## src/rtl/store_buffer.sv

```systemverilog
// store_buffer: in-order store FIFO between the CPU MEM stage and data memory.
// Stores are queued as {word address, byte lanes, data} and drained head-first.
// Loads are stalled while any queued store targets the same 32-bit word.
// Store data is never forwarded to loads.
module store_buffer #(
    parameter int DEPTH = 4
) (
    input  logic        clk,
    input  logic        reset,
    input  logic        st_valid,
    input  logic [31:0] st_addr,
    input  logic [3:0]  st_byteEn,
    input  logic [31:0] st_wdata,
    output logic        st_ready,
    input  logic        ld_valid,
    input  logic [31:0] ld_addr,
    output logic        ld_stall,
    output logic        mem_wvalid,
    output logic [31:0] mem_addr,
    output logic [3:0]  mem_byteEn,
    output logic [31:0] mem_wdata,
    input  logic        mem_wready,
    output logic [3:0]  count
);

    localparam int PW = (DEPTH <= 2) ? 1 : $clog2(DEPTH);
    localparam logic [3:0] DEPTH_C = 4'(DEPTH);

    logic [PW-1:0] headPtr_q, headPtr_d;
    logic [PW-1:0] tailPtr_q, tailPtr_d;
    logic [3:0]    count_q, count_d;
    logic [DEPTH-1:0] entryValid_q;
    logic [29:0]   entryAddr_q   [DEPTH];
    logic [3:0]    entryByteEn_q [DEPTH];
    logic [31:0]   entryData_q   [DEPTH];

    logic pushEn;
    logic popEn;
    logic notEmpty;
    logic unusedAddrBits;

    assign unusedAddrBits = ^{st_addr[1:0], ld_addr[1:0]};

    assign notEmpty   = (count_q != 4'd0);
    assign st_ready   = (count_q != DEPTH_C);
    assign mem_wvalid = notEmpty;
    assign count      = count_q;

    assign pushEn = st_valid && st_ready && (st_byteEn != 4'b0000);
    assign popEn  = notEmpty && mem_wready;

    assign mem_addr   = notEmpty ? {entryAddr_q[headPtr_q], 2'b00} : 32'd0;
    assign mem_byteEn = notEmpty ? entryByteEn_q[headPtr_q] : 4'd0;
    assign mem_wdata  = notEmpty ? entryData_q[headPtr_q] : 32'd0;

    // Next pointers and occupancy; a simultaneous push and pop leaves count unchanged.
    always_comb begin
        headPtr_d = headPtr_q;
        tailPtr_d = tailPtr_q;
        count_d   = count_q;
        if (popEn) begin
            headPtr_d = headPtr_q + PW'(1);
        end
        if (pushEn) begin
            tailPtr_d = tailPtr_q + PW'(1);
        end
        if (pushEn && !popEn) begin
            count_d = count_q + 4'd1;
        end else if (popEn && !pushEn) begin
            count_d = count_q - 4'd1;
        end
    end

    // Word-granular hazard check against every occupied entry, including a head being popped.
    always_comb begin
        ld_stall = 1'b0;
        for (int i = 0; i < DEPTH; i++) begin
            if (ld_valid && entryValid_q[i] && (entryAddr_q[i] == ld_addr[31:2])) begin
                ld_stall = 1'b1;
            end
        end
    end

    // Queue state; reset clears everything at once and drops any pending stores.
    always_ff @(posedge clk or posedge reset) begin
        if (reset) begin
            headPtr_q    <= '0;
            tailPtr_q    <= '0;
            count_q      <= 4'd0;
            entryValid_q <= '0;
            for (int i = 0; i < DEPTH; i++) begin
                entryAddr_q[i]   <= '0;
                entryByteEn_q[i] <= '0;
                entryData_q[i]   <= '0;
            end
        end else begin
            headPtr_q <= headPtr_d;
            tailPtr_q <= tailPtr_d;
            count_q   <= count_d;
            if (popEn) begin
                entryValid_q[headPtr_q] <= 1'b0;
            end
            if (pushEn) begin
                entryValid_q[tailPtr_q]  <= 1'b1;
                entryAddr_q[tailPtr_q]   <= st_addr[31:2];
                entryByteEn_q[tailPtr_q] <= st_byteEn;
                entryData_q[tailPtr_q]   <= st_wdata;
            end
        end
    end

endmodule

```

## config.mk

```make
export PLATFORM = sky130hd
export DESIGN_NAME = store_buffer
export DESIGN_NICKNAME = d
export VERILOG_FILES = /design/src/rtl/store_buffer.sv
export SDC_FILE = /design/constraint.sdc
export NUM_CORES = 1
export LEC_CHECK = 0
export ABC_AREA = 1
export CORE_AREA = 2 2 174 176
export CTS_CLUSTER_DIAMETER = 100
export DETAILED_ROUTE_END_ITERATION = 7
export DIE_AREA = 0 0 176 178
export PLACE_DENSITY = 0.75
export SLEW_MARGIN = 20
export SYNTH_ARGS = -nofsm -noshare
export SYNTH_HDL_FRONTEND = slang
export SYNTH_SLANG_ARGS = --single-unit
```

## constraint.sdc

```tcl
create_clock -name clk -period 10.8 [get_ports clk]
set_clock_uncertainty 0.2 [all_clocks]
set_input_delay 2.7 -clock clk [delete_from_list [all_inputs] [get_ports clk]]
set_output_delay 2.7 -clock clk [all_outputs]
set_load 0.02 [all_outputs]
```

# ---- Word level (Yosys, flattened, before mapping)
# Index checks and enable logic that the tools add are counted.
dict set report word_totals {
  reg_bits 276
  input_bits 105
  output_inout_bits 75
  wordCells 91
}
dict set report op_classes {
  add_sub_neg 4
  magnitude_cmp 7
  eq_ne 5
  muxes 33
  bitwise 5
  n_reduce_logical 21
}
# op count
set ops {}
lappend ops {{$mux W32} 5}
lappend ops {{$bwmux W128} 1}
lappend ops {{$bwmux W120} 1}
lappend ops {{$eq A30 B30 Y1} 4}
lappend ops {{$mux W30} 3}
lappend ops {{$bmux W32 S2} 1}
lappend ops {{$demux W32 S2} 1}
lappend ops {{$bmux W30 S2} 1}
lappend ops {{$demux W30 S2} 1}
lappend ops {{$mux W4} 8}
lappend ops {{$bwmux W16} 1}
lappend ops {{$logic_and A1 B1 Y1} 16}
lappend ops {{$bmux W4 S2} 1}
lappend ops {{$demux W4 S2} 1}
lappend ops {{$reduce_bool A4 Y1} 2}
lappend ops {{$ge A3 B3 Y1 const B} 2}
lappend ops {{$lt A2 B3 Y1 const B} 2}
lappend ops {{$mux W1} 6}
lappend ops {{$not A2 Y3} 2}
lappend ops {{$add A2 B1 Y2 const B} 2}
lappend ops {{$add A4 B1 Y4 const B} 1}
lappend ops {{$and A4 B4 Y4} 1}
lappend ops {{$demux W1 S2} 2}
lappend ops {{$ge A2 B1 Y1 const B} 2}
lappend ops {{7 further kinds} 8}

# ---- Depth between registers and ports, before layout
dict set report depth {
  word_depth 9
  depth_mapped 12
}

# ---- Worst setup path before layout
# OpenSTA, ideal clock, no wires.
dict set report synth_timing {
  path_kind {input port to output port}
  startpoint {input port ld_addr[24]}
  endpoint {output port ld_stall}
  arrival_ns 3.551
  required_time_ns 7.900
  slack_ns 4.349
  path_stages 9
  path_buffers 1
  cell_sequence {clkbuf_1 -> o21ai_0 -> nor2_1 -> nand2_1 -> nor2_1 -> nand2_1 -> nor2_1 -> nor2_1 -> nand2_1}
}
dict set report synth_via {
  elab_chain_len 6
  elab_cells_between_ends 12
}
# element line
set synth_lines {}
lappend synth_lines {{from (decl)} 16} ;# input logic [31:0] ld_addr,
lappend synth_lines {{$eq A30 B30 Y1} 78} ;# if (ld_valid && entryValid_q[i] && (entryAddr_q[i] == ld_addr[31:2])) begin
lappend synth_lines {{$logic_and A1 B1 Y1} 78}
lappend synth_lines {{$mux W1 (3 in series)} 78}
lappend synth_lines {{$mux W1 (*)} 78}
lappend synth_lines {{to (decl)} 17} ;# output logic ld_stall,
# Every way passes the cells marked *; elsewhere a longest branch is shown, timed or not.

# ---- Worst setup path in the final report
dict set report layout_timing {
  startpoint {input port ld_addr[29]}
  endpoint {output port ld_stall}
}
# The elaborated chain is that of the path after synthesis.

==> key figures <==
Floorplanning
  • Die Y: 178 um
  • Cell row count: 63
  • I/O pin count: 180
  • Core Region: 29400 um2
  • Initial Utilization: 49.66%
  • Die area: 31330 um2
  • Die Span X: 176 um

Layout
  • FF/Latch Area: 6912 um2
  • Nets@finish: 2189
  • Post-route cell area: 17230 um2
  • Share of layout cells above drive strength 1: 3.629%
  • Most common cell after layout, fill and taps aside: nand2_1
  • Commonest cells after routing, fill and taps aside: nand2_1 (546), o21ai_0 (356), dfrtp_1 (274), nor2_1 (233), inv_1 (185)
  • Layout area overhead: 18.01%
  • Area taken by multi-input logic gates: 6300 um2
  • Fillers: 2692
  • Post-Route Utilization: 58.61%

Routing
  • Routed WL: 42.21 mm
  • Drt wl/cell: 16.98 um
  • DR pass1 iterations: 6
  • Iteration-0 DRC Markers: 1344
  • Post-route ant nets: 0
  • Vias post-DR: 13280
  • DRC: 0
  • Vias per inst: 5.345

Setup path
  • WP depth: 12
  • Max incr delay on CP: 0.66 ns
  • Most frequent CP cell: nand2_1
  • Critical Path, Cell by Cell: clkdlybuf4s50_1 -> inv_1 -> nand2_1 -> nand2_1 -> nor2_1 -> nand2_1 -> nor2_1 -> nand2_1 -> nor2_1 -> nor2_1 -> nand2_1 -> clkdlybuf4s50_1
  • Buf/Inv on CP: 3
  • Worst path arrival time: 5.03 ns
  • Crit Path Max Fanout: 6
  • Depth of the most critical reg-to-reg path: 7
  • WP data required: 7.90 ns
  • Crit path max-delay family: buffers and inverters
  • Slowest CP cell: clkdlybuf4s50_1
  • CP Launch Type: primary input
  • Critical path type: in -> out
  • CP endpoint kind: output port

Placed design
  • Dpl hpwl: 26.95 mm
  • Placed Area: 16240 um2
  • Pre-CTS setup slack: 2.932 ns
  • GP Congestion: 0.9658
  • I/O Buffers: 173

Pwr
  • PwrDens: 331.2 nW/um2
  • Flop pwr share: 32.3%
  • Switching share of power: 43.79%
  • P_int: 3208 uW
  • Clock power share: 18.1%
  • Worst VDD drop: 195.1 uV
  • LEAKAGE: 0.008294 uW
  • Switching power total: 2499 uW
  • Combinational power share: 49.6%

Synth
  • Post-synth EDFFs: 0
  • Mapped Cells: 1965
  • Largest family of logic cells by synthesized area: simple AND/OR/NAND/NOR gates
  • Syn Std Cell Area: 14600 um2
  • Register area share after synthesis: 47.30%
  • Mux contribution to synthesized area: 0%
  • Simple-gate area share of the yosys netlist: 21.00%
  • Synth warn: 0
  • FF+latch count, synth: 276
  • Adder-Cell Fraction of Synth Area: 1.080%
  • Fraction of registers with async set or reset after synthesis: 100.0%
  • XOR/XNOR share of the synthesized area: 1.620%
  • Synthesized area per cell: 7.431 um2
  • Synth Area in Compound Gates: 19.39%
  • Netlist cell types: 27
  • Predominant post-synthesis flop cell: dfrtp_1

CTS
  • Clock root buffer: clkbuf_16
  • CTS buffer count: 30
  • TritonCTS Sinks: 276
  • Post-CTS sizing: 0
  • Clk_lat worst skew: 0.57 ns
  • # H-tree levels: 1
  • CTS tree: done
  • CTS clk-pin slew, worst paths: 0.06 ns
  • Post-CTS setup buffers: 0
  • CTS max path bufs: 3
  • Hold_buf cts: 0

STA
  • Slew @ Worst Pin: 1.078 ns
  • Fmax: 0.1261 GHz
  • Final Cycle Share: 73.43%
  • Setup ws final: 2.870 ns
  • Final max-slew violation count: 0
  • Slew margin rel.: 28.17%
  • Setup TNS: 0 ns
  • Final Setup Violations: 0
  • Fin crit period: 7.930 ns
  • Hold_ws: 0.2794 ns
  • RSZ-0062 raised after global routing: no
  • Final Hold Fails: 0

Global route
  • Number of global-route vias before repair: 12750
  • Initial antenna violation count: 2
  • First-pass GRT wire length: 68.16 mm
  • Total grt overflow: 0
  • Total track usage: 27.48%
  • Pin count of the biggest net entering global routing: 185

Job
  • Max-cap violation count: 0

Run status
  • Status: complete, no violations

Worst hold path
  • Hold path cells: 2
  • Worst min path class: reg -> reg
final timing paths:
path,startpoint,to,slack (ns)
worst min-delay path,entryData_q[23],entryData_q[23],0.28
worst max register to register,count[0],entryData_q[77],7.94
max in group asynchronous,reset,entryAddr_q[88],6.43
worst max-delay path,ld_addr[29],ld_stall,2.87
min in group asynchronous,reset,entryData_q[82],2.41
worst min register to register,entryData_q[23],entryData_q[23],0.28
through the flow:
stage / cells / total power [uW]
2_1_floorplan: 1966 / 3643
3_5_place_dp: 2430 / 4655
6_report: 2485 / 5707
4_1_cts: 2484 / 5713
3_3_place_gp: 2430 / 4581
5_1_grt: 2484 / 6152
cell type report:
type / count / area share [%]
flip-flops and latches: 276 / 40.11
multi-input cells: 1391 / 36.56
repair buffers: 184 / 10.60
clock buffers: 44 / 4.894
inverters: 189 / 4.168
well taps: 390 / 2.832
clock inverters: 10 / 0.8205
diodes: 1 / 0.01452
registers in the layout, indices dropped and copies added, names as in the netlist:
register       count
count              4
entryAddr_q      120
entryByteEn_q     16
entryData_q      128
entryValid_q       4
headPtr_q          2
tailPtr_q          2
per-layer routing:
metal / part of all wire, % / global-route usage, % / vias up / routed length (um)
met5: 0.028 / 0 / - / 12
met4: 4.0 / 10.26 / 2 / 1699
met3: 7.3 / 4.241 / 101 / 3084
met2: 45 / 44.27 / 507 / 19170
met1: 43 / 37.79 / 6216 / 18240
li1: - / - / 6456 / -
synth_stat cells (7+ instances only):
library cell / count / area share, %
buf_6: 32 / 2.5
ha_1: 11 / 0.94
dfrtp_1: 276 / 47
inv_1: 189 / 4.9
nand2_1: 546 / 14
xnor2_1: 12 / 0.72
buf_2: 21 / 0.72
o21ai_0: 356 / 12
nor2_1: 233 / 6.0
a21oi_1: 116 / 4.0
o21ai_2: 7 / 0.42
clkbuf_1: 48 / 1.2
xor2_1: 15 / 0.90
o21ai_1: 65 / 2.2
o211ai_1: 10 / 0.51
nand3_1: 8 / 0.27
power groups by stage:
| stage | clock (uW) | sequential, uW | combinational [uW] |
|---|---|---|---|
| CTS | 1050 | 1840 | 2830 |
| global placement | 0 | 1830 | 2750 |
| floorplan | 0 | 1770 | 1870 |
| global route | 1090 | 1910 | 3150 |
| finish | 1030 | 1850 | 2830 |
| detailed placement | 0 | 1850 | 2810 |
tightest hold or removal path, delay by kind of cell, from the launching register on:
kind               cells  cell delay [ns]
DFF                    1             0.34
and+or+nand+nor        1             0.05
AOI/OAI and AO/OA      1             0.06
kinds of logic after synthesis:
| family | Yosys count |
|---|---|
| flip-flops | 276 |
| adder cells (fa/ha/maj) | 12 |
| buffers and inverters | 299 |
| AO/OA/AOI/OAI | 555 |
| other | 1 |
| XOR/XNOR | 27 |
| AND/OR/NAND/NOR | 795 |
(Power assumes the default switching activity.)
